===== src/rtl/ldr_pkg.sv =====
// Register map and sequencer state encoding for the
// Levinson-Durbin wrapper master.
package ldr_pkg;

   localparam logic [15:0] LDR_ADDR_RST   = 16'h0000;
   localparam logic [15:0] LDR_ADDR_START = 16'h0001;
   localparam logic [15:0] LDR_ADDR_DONE  = 16'h0002;
   localparam logic [15:0] LDR_ADDR_R0    = 16'h0003;
   localparam logic [15:0] LDR_ADDR_A0    = 16'h000E;
   localparam logic [15:0] LDR_ADDR_CNT   = 16'h0019;

   typedef enum logic [3:0] {
      S_IDLE,
      S_RST1,
      S_RST0,
      S_LOAD,
      S_STA1,
      S_STA0,
      S_POLL,
      S_PWAIT,
      S_RD,
      S_RWAIT,
      S_OUT
   } ldr_state_e;

endpackage


===== src/rtl/ldr_rd_align.sv =====
// Delays the read strobe by the slave read latency so the
// FSM knows the cycle in which readdata is valid.
module ldr_rd_align #(
   parameter int LAT = 1
) (
   input  logic clk,
   input  logic rst,
   input  logic read,
   output logic rd_valid
);

   logic [LAT-1:0] sr;

   generate
      if (LAT == 1) begin : g_one
         always_ff @(posedge clk or negedge rst) begin
            if (!rst) sr <= '0;
            else      sr <= read;
         end
      end else begin : g_many
         always_ff @(posedge clk or negedge rst) begin
            if (!rst) sr <= '0;
            else      sr <= {sr[LAT-2:0], read};
         end
      end
   endgenerate

   assign rd_valid = sr[LAT-1];

endmodule


===== src/rtl/ldr_sequencer.sv =====
// Avalon-MM master running one Levinson-Durbin solve per
// frame: load R0..R[ORDER], start, poll done, read A out.
module ldr_sequencer
   import ldr_pkg::*;
#(
   parameter int ORDER        = 10,
   parameter int READ_LATENCY = 1,
   parameter int POLL_TIMEOUT = 4095
) (
   input  logic        clk,
   input  logic        rst,
   input  logic [15:0] r_data,
   input  logic        r_valid,
   output logic        r_ready,
   output logic [15:0] a_data,
   output logic [3:0]  a_index,
   output logic        a_last,
   output logic        a_valid,
   input  logic        a_ready,
   output logic [15:0] address,
   output logic        read,
   output logic        write,
   output logic [15:0] writedata,
   input  logic [15:0] readdata,
   output logic        busy,
   output logic        err
);

   localparam int PW = $clog2(POLL_TIMEOUT + 1);
   localparam logic [3:0]    KMAX = 4'(ORDER);
   localparam logic [PW-1:0] PMAX = PW'(POLL_TIMEOUT);

   generate
      if (ORDER < 1 || ORDER > 15) begin : g_bad_order
         $error("ldr_sequencer: ORDER must be 1..15");
      end
      if (READ_LATENCY < 1) begin : g_bad_lat
         $error("ldr_sequencer: READ_LATENCY must be >= 1");
      end
      if (POLL_TIMEOUT < 1) begin : g_bad_tmo
         $error("ldr_sequencer: POLL_TIMEOUT must be >= 1");
      end
   endgenerate

   ldr_state_e    state;
   ldr_state_e    nstate;
   logic [3:0]    k;
   logic [PW-1:0] pcnt;
   logic          rd_valid;

   ldr_rd_align #(
      .LAT (READ_LATENCY)
   ) u_align (
      .clk      (clk),
      .rst      (rst),
      .read     (read),
      .rd_valid (rd_valid)
   );

   always_ff @(posedge clk or negedge rst) begin
      if (!rst) state <= S_IDLE;
      else      state <= nstate;
   end

   always_comb begin
      nstate    = state;
      r_ready   = 1'b0;
      write     = 1'b0;
      read      = 1'b0;
      address   = '0;
      writedata = '0;
      unique case (state)
         S_IDLE: begin
            if (r_valid) nstate = S_RST1;
         end
         S_RST1: begin
            write     = 1'b1;
            address   = LDR_ADDR_RST;
            writedata = 16'd1;
            nstate    = S_RST0;
         end
         S_RST0: begin
            write   = 1'b1;
            address = LDR_ADDR_RST;
            nstate  = S_LOAD;
         end
         S_LOAD: begin
            r_ready = 1'b1;
            if (r_valid) begin
               write     = 1'b1;
               address   = LDR_ADDR_R0 + {12'd0, k};
               writedata = r_data;
               if (k == KMAX) nstate = S_STA1;
            end
         end
         S_STA1: begin
            write     = 1'b1;
            address   = LDR_ADDR_START;
            writedata = 16'd1;
            nstate    = S_STA0;
         end
         S_STA0: begin
            write   = 1'b1;
            address = LDR_ADDR_START;
            nstate  = S_POLL;
         end
         S_POLL: begin
            read    = 1'b1;
            address = LDR_ADDR_DONE;
            nstate  = S_PWAIT;
         end
         S_PWAIT: begin
            if (rd_valid) begin
               if (readdata != 16'd0)  nstate = S_RD;
               else if (pcnt == PMAX)  nstate = S_IDLE;
               else                    nstate = S_POLL;
            end
         end
         S_RD: begin
            read    = 1'b1;
            address = LDR_ADDR_A0 + {12'd0, k};
            nstate  = S_RWAIT;
         end
         S_RWAIT: begin
            if (rd_valid) nstate = S_OUT;
         end
         S_OUT: begin
            if (a_ready) nstate = (k == KMAX) ? S_IDLE : S_RD;
         end
         default: nstate = S_IDLE;
      endcase
   end

   always_ff @(posedge clk or negedge rst) begin
      if (!rst) begin
         k       <= '0;
         pcnt    <= '0;
         err     <= 1'b0;
         a_data  <= '0;
         a_index <= '0;
         a_last  <= 1'b0;
         a_valid <= 1'b0;
      end else begin
         case (state)
            S_IDLE: if (r_valid) err <= 1'b0;
            S_RST0: k <= '0;
            S_LOAD: if (r_valid && k != KMAX) k <= k + 4'd1;
            S_STA0: pcnt <= '0;
            S_PWAIT: begin
               if (rd_valid) begin
                  if (readdata != 16'd0) k <= '0;
                  else if (pcnt == PMAX) err <= 1'b1;
                  else                   pcnt <= pcnt + 1'b1;
               end
            end
            S_RWAIT: begin
               if (rd_valid) begin
                  a_data  <= readdata;
                  a_index <= k;
                  a_last  <= (k == KMAX);
                  a_valid <= 1'b1;
               end
            end
            S_OUT: begin
               if (a_ready) begin
                  a_valid <= 1'b0;
                  if (k != KMAX) k <= k + 4'd1;
               end
            end
            default: ;
         endcase
      end
   end

   assign busy = (state != S_IDLE);

endmodule


===== config.mk =====
export PLATFORM = sky130hd
export DESIGN_NAME = ldr_sequencer
export DESIGN_NICKNAME = d
export VERILOG_FILES = /design/src/rtl/ldr_pkg.sv /design/src/rtl/ldr_rd_align.sv /design/src/rtl/ldr_sequencer.sv
export SDC_FILE = /design/constraint.sdc
export NUM_CORES = 1
export LEC_CHECK = 0
export CORE_MARGIN = 5
export CORE_UTILIZATION = 45
export CTS_CLUSTER_SIZE = 16
export DETAILED_ROUTE_END_ITERATION = 10
export GPL_ROUTABILITY_DRIVEN = 0
export PLACE_DENSITY = 0.85
export SLEW_MARGIN = 15
export SYNTH_ARGS = -nofsm -noshare
export SYNTH_HDL_FRONTEND = slang
export SYNTH_SLANG_ARGS = --single-unit

===== constraint.sdc =====
create_clock -name clk -period 3 [get_ports clk]
set_clock_uncertainty 0.15 [all_clocks]
set_input_delay 0.6 -clock clk [delete_from_list [all_inputs] [get_ports clk]]
set_output_delay 0.6 -clock clk [all_outputs]
set_load 0.005 [all_outputs]

# Yosys cells after proc, flatten, opt, wreduce, memory -nomap -nowiden
# Cells that the tools add are included.
# word_totals
register_bits,44
out_inout_bits,59
elab_cells,92
# op_classes
add_sub_neg,4
n_eq_ne,25
n_mux,36
n_reduce_logical,18
# op_table
operator,count
4-bit 2-to-1 mux,13
4-bit case mux with 11 select lines,1
12-bit 2-to-1 mux,3
16-bit case mux with 2 select lines,1
12-bit case mux with 2 select lines,1
"2-bit inequality test, second input constant",10
5-bit case mux with 4 select lines,1
"4-bit by 3-bit equality test with 1-bit output, second input constant",4
"4-bit equality test, second input constant",4
16-bit 2-to-1 mux,1
4-bit case mux with 4 select lines,1
16-bit nonzero test,1
"12-bit by 1-bit adder with 12-bit output, second input constant",1
"12-bit equality test, second input constant",1
6-bit AND reduction,2
1-bit 2-to-1 mux,9
"4-bit by 2-bit equality test with 1-bit output, second input constant",2
4-bit nonzero test,2
1-bit case mux with 2 select lines,3
2-bit nonzero test,3
2-bit OR reduction,3
"2-bit by 4-bit adder with 5-bit output, first input constant",1
"4-bit by 4-bit adder with 5-bit output, first input constant",1
5-bit 2-to-1 mux,1
12 further kinds,13

# Depth between registers and ports, before layout
# logic_depth
ltp_word,5
ltp_mapped,7

# Cells and area by module
# Synthesis repeated with hierarchy kept, for this count alone.
# unflattened
cells_unflattened,293
area_unflattened_um2,2728.9
# modules_own_cells
module,instances,cells_each,area_each_um2,seq_area_each_um2
ldr_sequencer,1,292,2703.8,1076.0
ldr_rd_align,1,1,25.0,25.0

# Least setup slack after synthesis
# OpenSTA, ideal clock, no wires.
# synth_timing
path_kind,register -> output
start,reg state[3]
end,out writedata[10]
t_arrival_ns,1.550
setup_slack_ns,0.700
path_stages_with_launch,6
path_buffers,3
path_cell_list,dfrtp_1 buf_2 nor4bb_1 clkbuf_1 clkbuf_1 and3_1
# synth_between
elab_chain_cells,3
word_cells_on_any_way,5
# synth_rtl
element,line_no,source
start: declaration,ldr_sequencer.sv:45,ldr_state_e state;
start signal: assignment,ldr_sequencer.sv:62,else state <= nstate;
4-bit by 3-bit equality test with 1-bit output / 4-bit by 1-bit equality test with 1-bit output (equally long branches),ldr_sequencer.sv:72,unique case (state)
2-bit OR reduction (no line),-,
16-bit case mux with 2 select lines *,ldr_sequencer.sv:72,
end: declaration,ldr_sequencer.sv:23,"output logic [15:0] writedata,"
# Every way passes the cells marked *; elsewhere a longest branch is shown, timed or not.

# Final worst setup path
# layout_timing
start,in r_valid
end,out address[4]
# layout_between
elab_chain_cells,2
# layout_rtl
element,line_no,source
start: declaration,ldr_sequencer.sv:13,"input logic r_valid,"
5-bit 2-to-1 mux,ldr_sequencer.sv:89,if (r_valid) begin
5-bit case mux with 4 select lines,ldr_sequencer.sv:72,
end: declaration,ldr_sequencer.sv:20,"output logic [15:0] address,"
# No other way between the ends.

==> summary.md <==
| Metric | Value |
|---|---|
| Worst EP required | about 2.3 ns |
| Hold Crit Class | input pin to async pin |
| R2R Path End | k[0]$_DFFE_PN0P_ |
| # Post-CTS Setup Buffers | 0 |
| Initial Utilization | 0.467 |
| Max Cap Viol | 0 |
| PortBufs | 83 |
| Clock power frac | 0.145 |
| Vias in the first global route | 2415 |
| Prevailing post-synth register cell | dfrtp_1 |
| Antenna Diode Count | 0 |
| Area added between synthesis and finish | 36.2% |
| Reg2reg start | k[0]$_DFFE_PN0P_ |
| CP dominant cell by count | clkdlybuf4s50_1 |
| Total congestion overflow | 0 |
| Slew headroom | 0.345 |
| Clock slew at reported path FFs | 0.09 ns |
| # setup viols final | 0 |
| Routed length per instance | 15.7 µm |
| Net Sw Frac | 0.381 |
| Drt total wl | 7.12 mm |
| Core Area | 5990 µm² |
| Max stage delay cell, worst path | clkdlybuf4s50_1 |
| Mapped Area | 2800 µm² |
| CTS tree | done |
| Logic pwr share | 0.525 |
| Synth warnings | 0 |
| Routed vias/inst | 5.69 |
| Clk root buf | clkbuf_8 |
| Pwr Total | 0.00274 W |
| R2R depth | 7 |
| Post-Syn Area per Cell | 9.54 µm² |
| Fin. Hold Viols | 0 |
| Crit path launch type | input pin |
| Critical path buffers and inverters | 3 |
| Total GRT Usage | 0.186 |
| Setup TNS | 0 ns |
| Sinks on Clock Net | 44 |
| Number of flops mapped to enable cells by yosys | 0 |
| Synth async-reset ratio | 1.00 |
| Register share of total power | 0.330 |
| Setup slack, reg-to-reg | 0.59 ns |
| Worst-path cell chain | clkdlybuf4s50_1 > buf_4 > and2_1 > a31oi_1 > o21ai_0 > clkdlybuf4s50_1 |
| Seq. cell area | roughly 1100 µm² |
| Internal power | around 0.0017 W |
| Initial antenna violation count | 0 |
| H-Tree Depth | 2 |
| Final #Nets | 420 |
| Hold-fix buffers, CTS | 0 |
| Outcome | finished clean |
| Slew @ Worst Pin | 0.983 ns |
| IO Pins | 95 |
| Die Ht | between 80 and 90 µm |
| Unique masters post-synth | between 60 and 70 |
| Arrival @ worst endpoint | approximately 2.1 ns |
| Unrepaired setup endpoints after global routing | false |
| # fillers | 512 |
| TritonCTS buffer count | 5 |
| #FFs+latches synth | 44 |
| Worst Setup End Kind | primary output |
| DRT iter0 DRCs | between 150 and 200 |
| Dpl hpwl | 5.31 mm |
| Die Width | 88.8 µm |
| Slew Viols, Final | 0 |
| CP Class | input pin to primary output |
| Combined area of the multi-input logic cells | around 1500 µm² |
| Remaining DRCs | 0 |
| Sequential area share after synthesis | 0.394 |
| Sw Pwr | 0.00104 W |
| Die area | 7890 µm² |
| Max VDD drop | 364 µV |
| Delay of the slowest critical-path stage | about 0.52 ns |
| Post-layout min period | 2.89 ns |
| Post-route ant nets | 0 |
| Leakage power | 1.65 nW |
| Global-route wire length before repair | 11.5 mm |
| Cell count after synthesis | 293 |
| First drt pass iteration count | 4 |
| Final cycle utilization of the critical path | 0.964 |
| Family with the most delay on the worst path | buffers and inverters |
| Clk_lat worst skew | 0.30 ns |
| Fmax | between 300 and 400 MHz |
| CP max FO | 11 |
| Row Count | 28 |
| Largest net degree at the start of global routing | 45 |
| Power density cells | just over 700 nW/µm² |
| Via count | 2577 |
| Share of post-route cells with drive strength above 1 | 0.153 |
| Max clock buf depth | 2 |
[synth_stat cells, types with 9 or more instances]
| master | number | area (µm²) |
|---|---|---|
| mux2_2 | 18 | 203 |
| and3_1 | 18 | 113 |
| a21oi_1 | 13 | 65.1 |
| buf_4 | 11 | 82.6 |
| o21ai_0 | 11 | 55.1 |
| dfrtp_1 | 44 | 1100 |
| nor3_1 | 9 | 45.0 |
| clkbuf_1 | 10 | 37.5 |
| inv_1 | 12 | 45.0 |
| nand2_1 | 20 | 75.1 |
| nand3_1 | 10 | 50.1 |
| nor2_1 | 22 | 82.6 |
[cells in the final DEF (no fill, tap or decap), types with 6 or more instances in the layout]
cell             Yosys  final
a21oi_1             13     13
a31oi_1              6      6
and3_1              18     18
buf_4               11     14
clkbuf_8             0      6
clkdlybuf4s50_1      0     81
conb_1               1     11
dfrtp_1             44     43
ha_1                 7      7
inv_1               12     12
mux2_2              18     18
nand2_1             20     20
nand3_1             10     10
nor2_1              22     22
nor3_1               9      9
o21ai_0             11     11
[flip-flops by register name (all words and copies together) (netlist names)]
| register | cells |
|---|---|
| a_valid | 1 |
| state | 4 |
| u_align.rd_valid | 1 |
| a_data | 16 |
| pcnt | 12 |
| err | 1 |
| k | 4 |
| a_last | 1 |
| a_index | 4 |
[worst max path at each step]
stage / start / cells past startpoint / slack, ns / end
detailed placement: r_valid / 6 / 0.08 / address[3]
finish: r_valid / 6 / 0.11 / address[4]
global route: r_valid / 6 / 0.003 / address[4]
CTS: state[2]$_DFFE_PN0P_ / 6 / 0.02 / address[1]
floorplan: state[3]$_DFFE_PN0P_ / 5 / 0.70 / writedata[10]
global placement: r_valid / 6 / 0.1 / address[3]
[per-stage QoR]
stage | setup WS (ns) | std cells | hold WS, ns | area (µm²) | util
2_1_floorplan | 0.700 | 303 | 0.154 | 2830 | -
4_1_cts | 0.0209 | 453 | 0.349 | 3790 | 0.633
6_report | 0.109 | 453 | 0.309 | 3810 | 0.635
3_5_place_dp | 0.0775 | 445 | 0.329 | 3690 | 0.617
3_3_place_gp | 0.0989 | 445 | 0.318 | 3690 | 0.617
5_1_grt | 0.00339 | 453 | 0.375 | 3810 | 0.635
[cell families after synthesis]
logic type               after synthesis  share of synthesized area
other                                  1                    0.00134
flip-flops                            44                      0.394
adder cells (fa/ha/maj)                7                     0.0313
buffers and inverters                 43                     0.0783
multiplexers                          22                     0.0877
XOR/XNOR                               2                    0.00627
AO/OA/AOI/OAI                         70                      0.177
AND/OR/NAND/NOR                      104                      0.224
[power by group through the flow]
| stage | logic [W] | registers [W] | clock network [W] |
|---|---|---|---|
| finish | 0.00144 | 0.000903 | 0.000396 |
| global route | 0.00157 | 0.000931 | 0.000433 |
| CTS | 0.00143 | 0.000895 | 0.000406 |
| detailed placement | 0.00142 | 0.000907 | 0 |
| global placement | 0.00139 | 0.000894 | 0 |
| floorplan | 0.000813 | 0.000874 | 0 |
[what timing repair did]
action,CTS,global route
endpoints found under the setup margin,0,13
resized for setup,0,4
endpoints found under the hold margin,0,0
[routing by layer]
layer | share of wire | vias up | track usage
met1 | 0.40 | 1245 | 0.219
met2 | 0.49 | 94 | 0.325
met4 | 0.018 | 0 | 0.0646
li1 | - | 1226 | -
met3 | 0.088 | 12 | 0.0521
met5 | 0 | - | 0
[layout make-up]
cell class / instances / share of cell area
Multi-Input combinational cell: 216 / 0.402
Sequential cell: 44 / 0.290
Timing Repair Buffer: 97 / 0.245
Tap cell: 75 / 0.0247
Clock buffer: 6 / 0.0217
Inverter: 13 / 0.0128
Clock inverter: 2 / 0.00394
(Power assumes the default switching activity.)
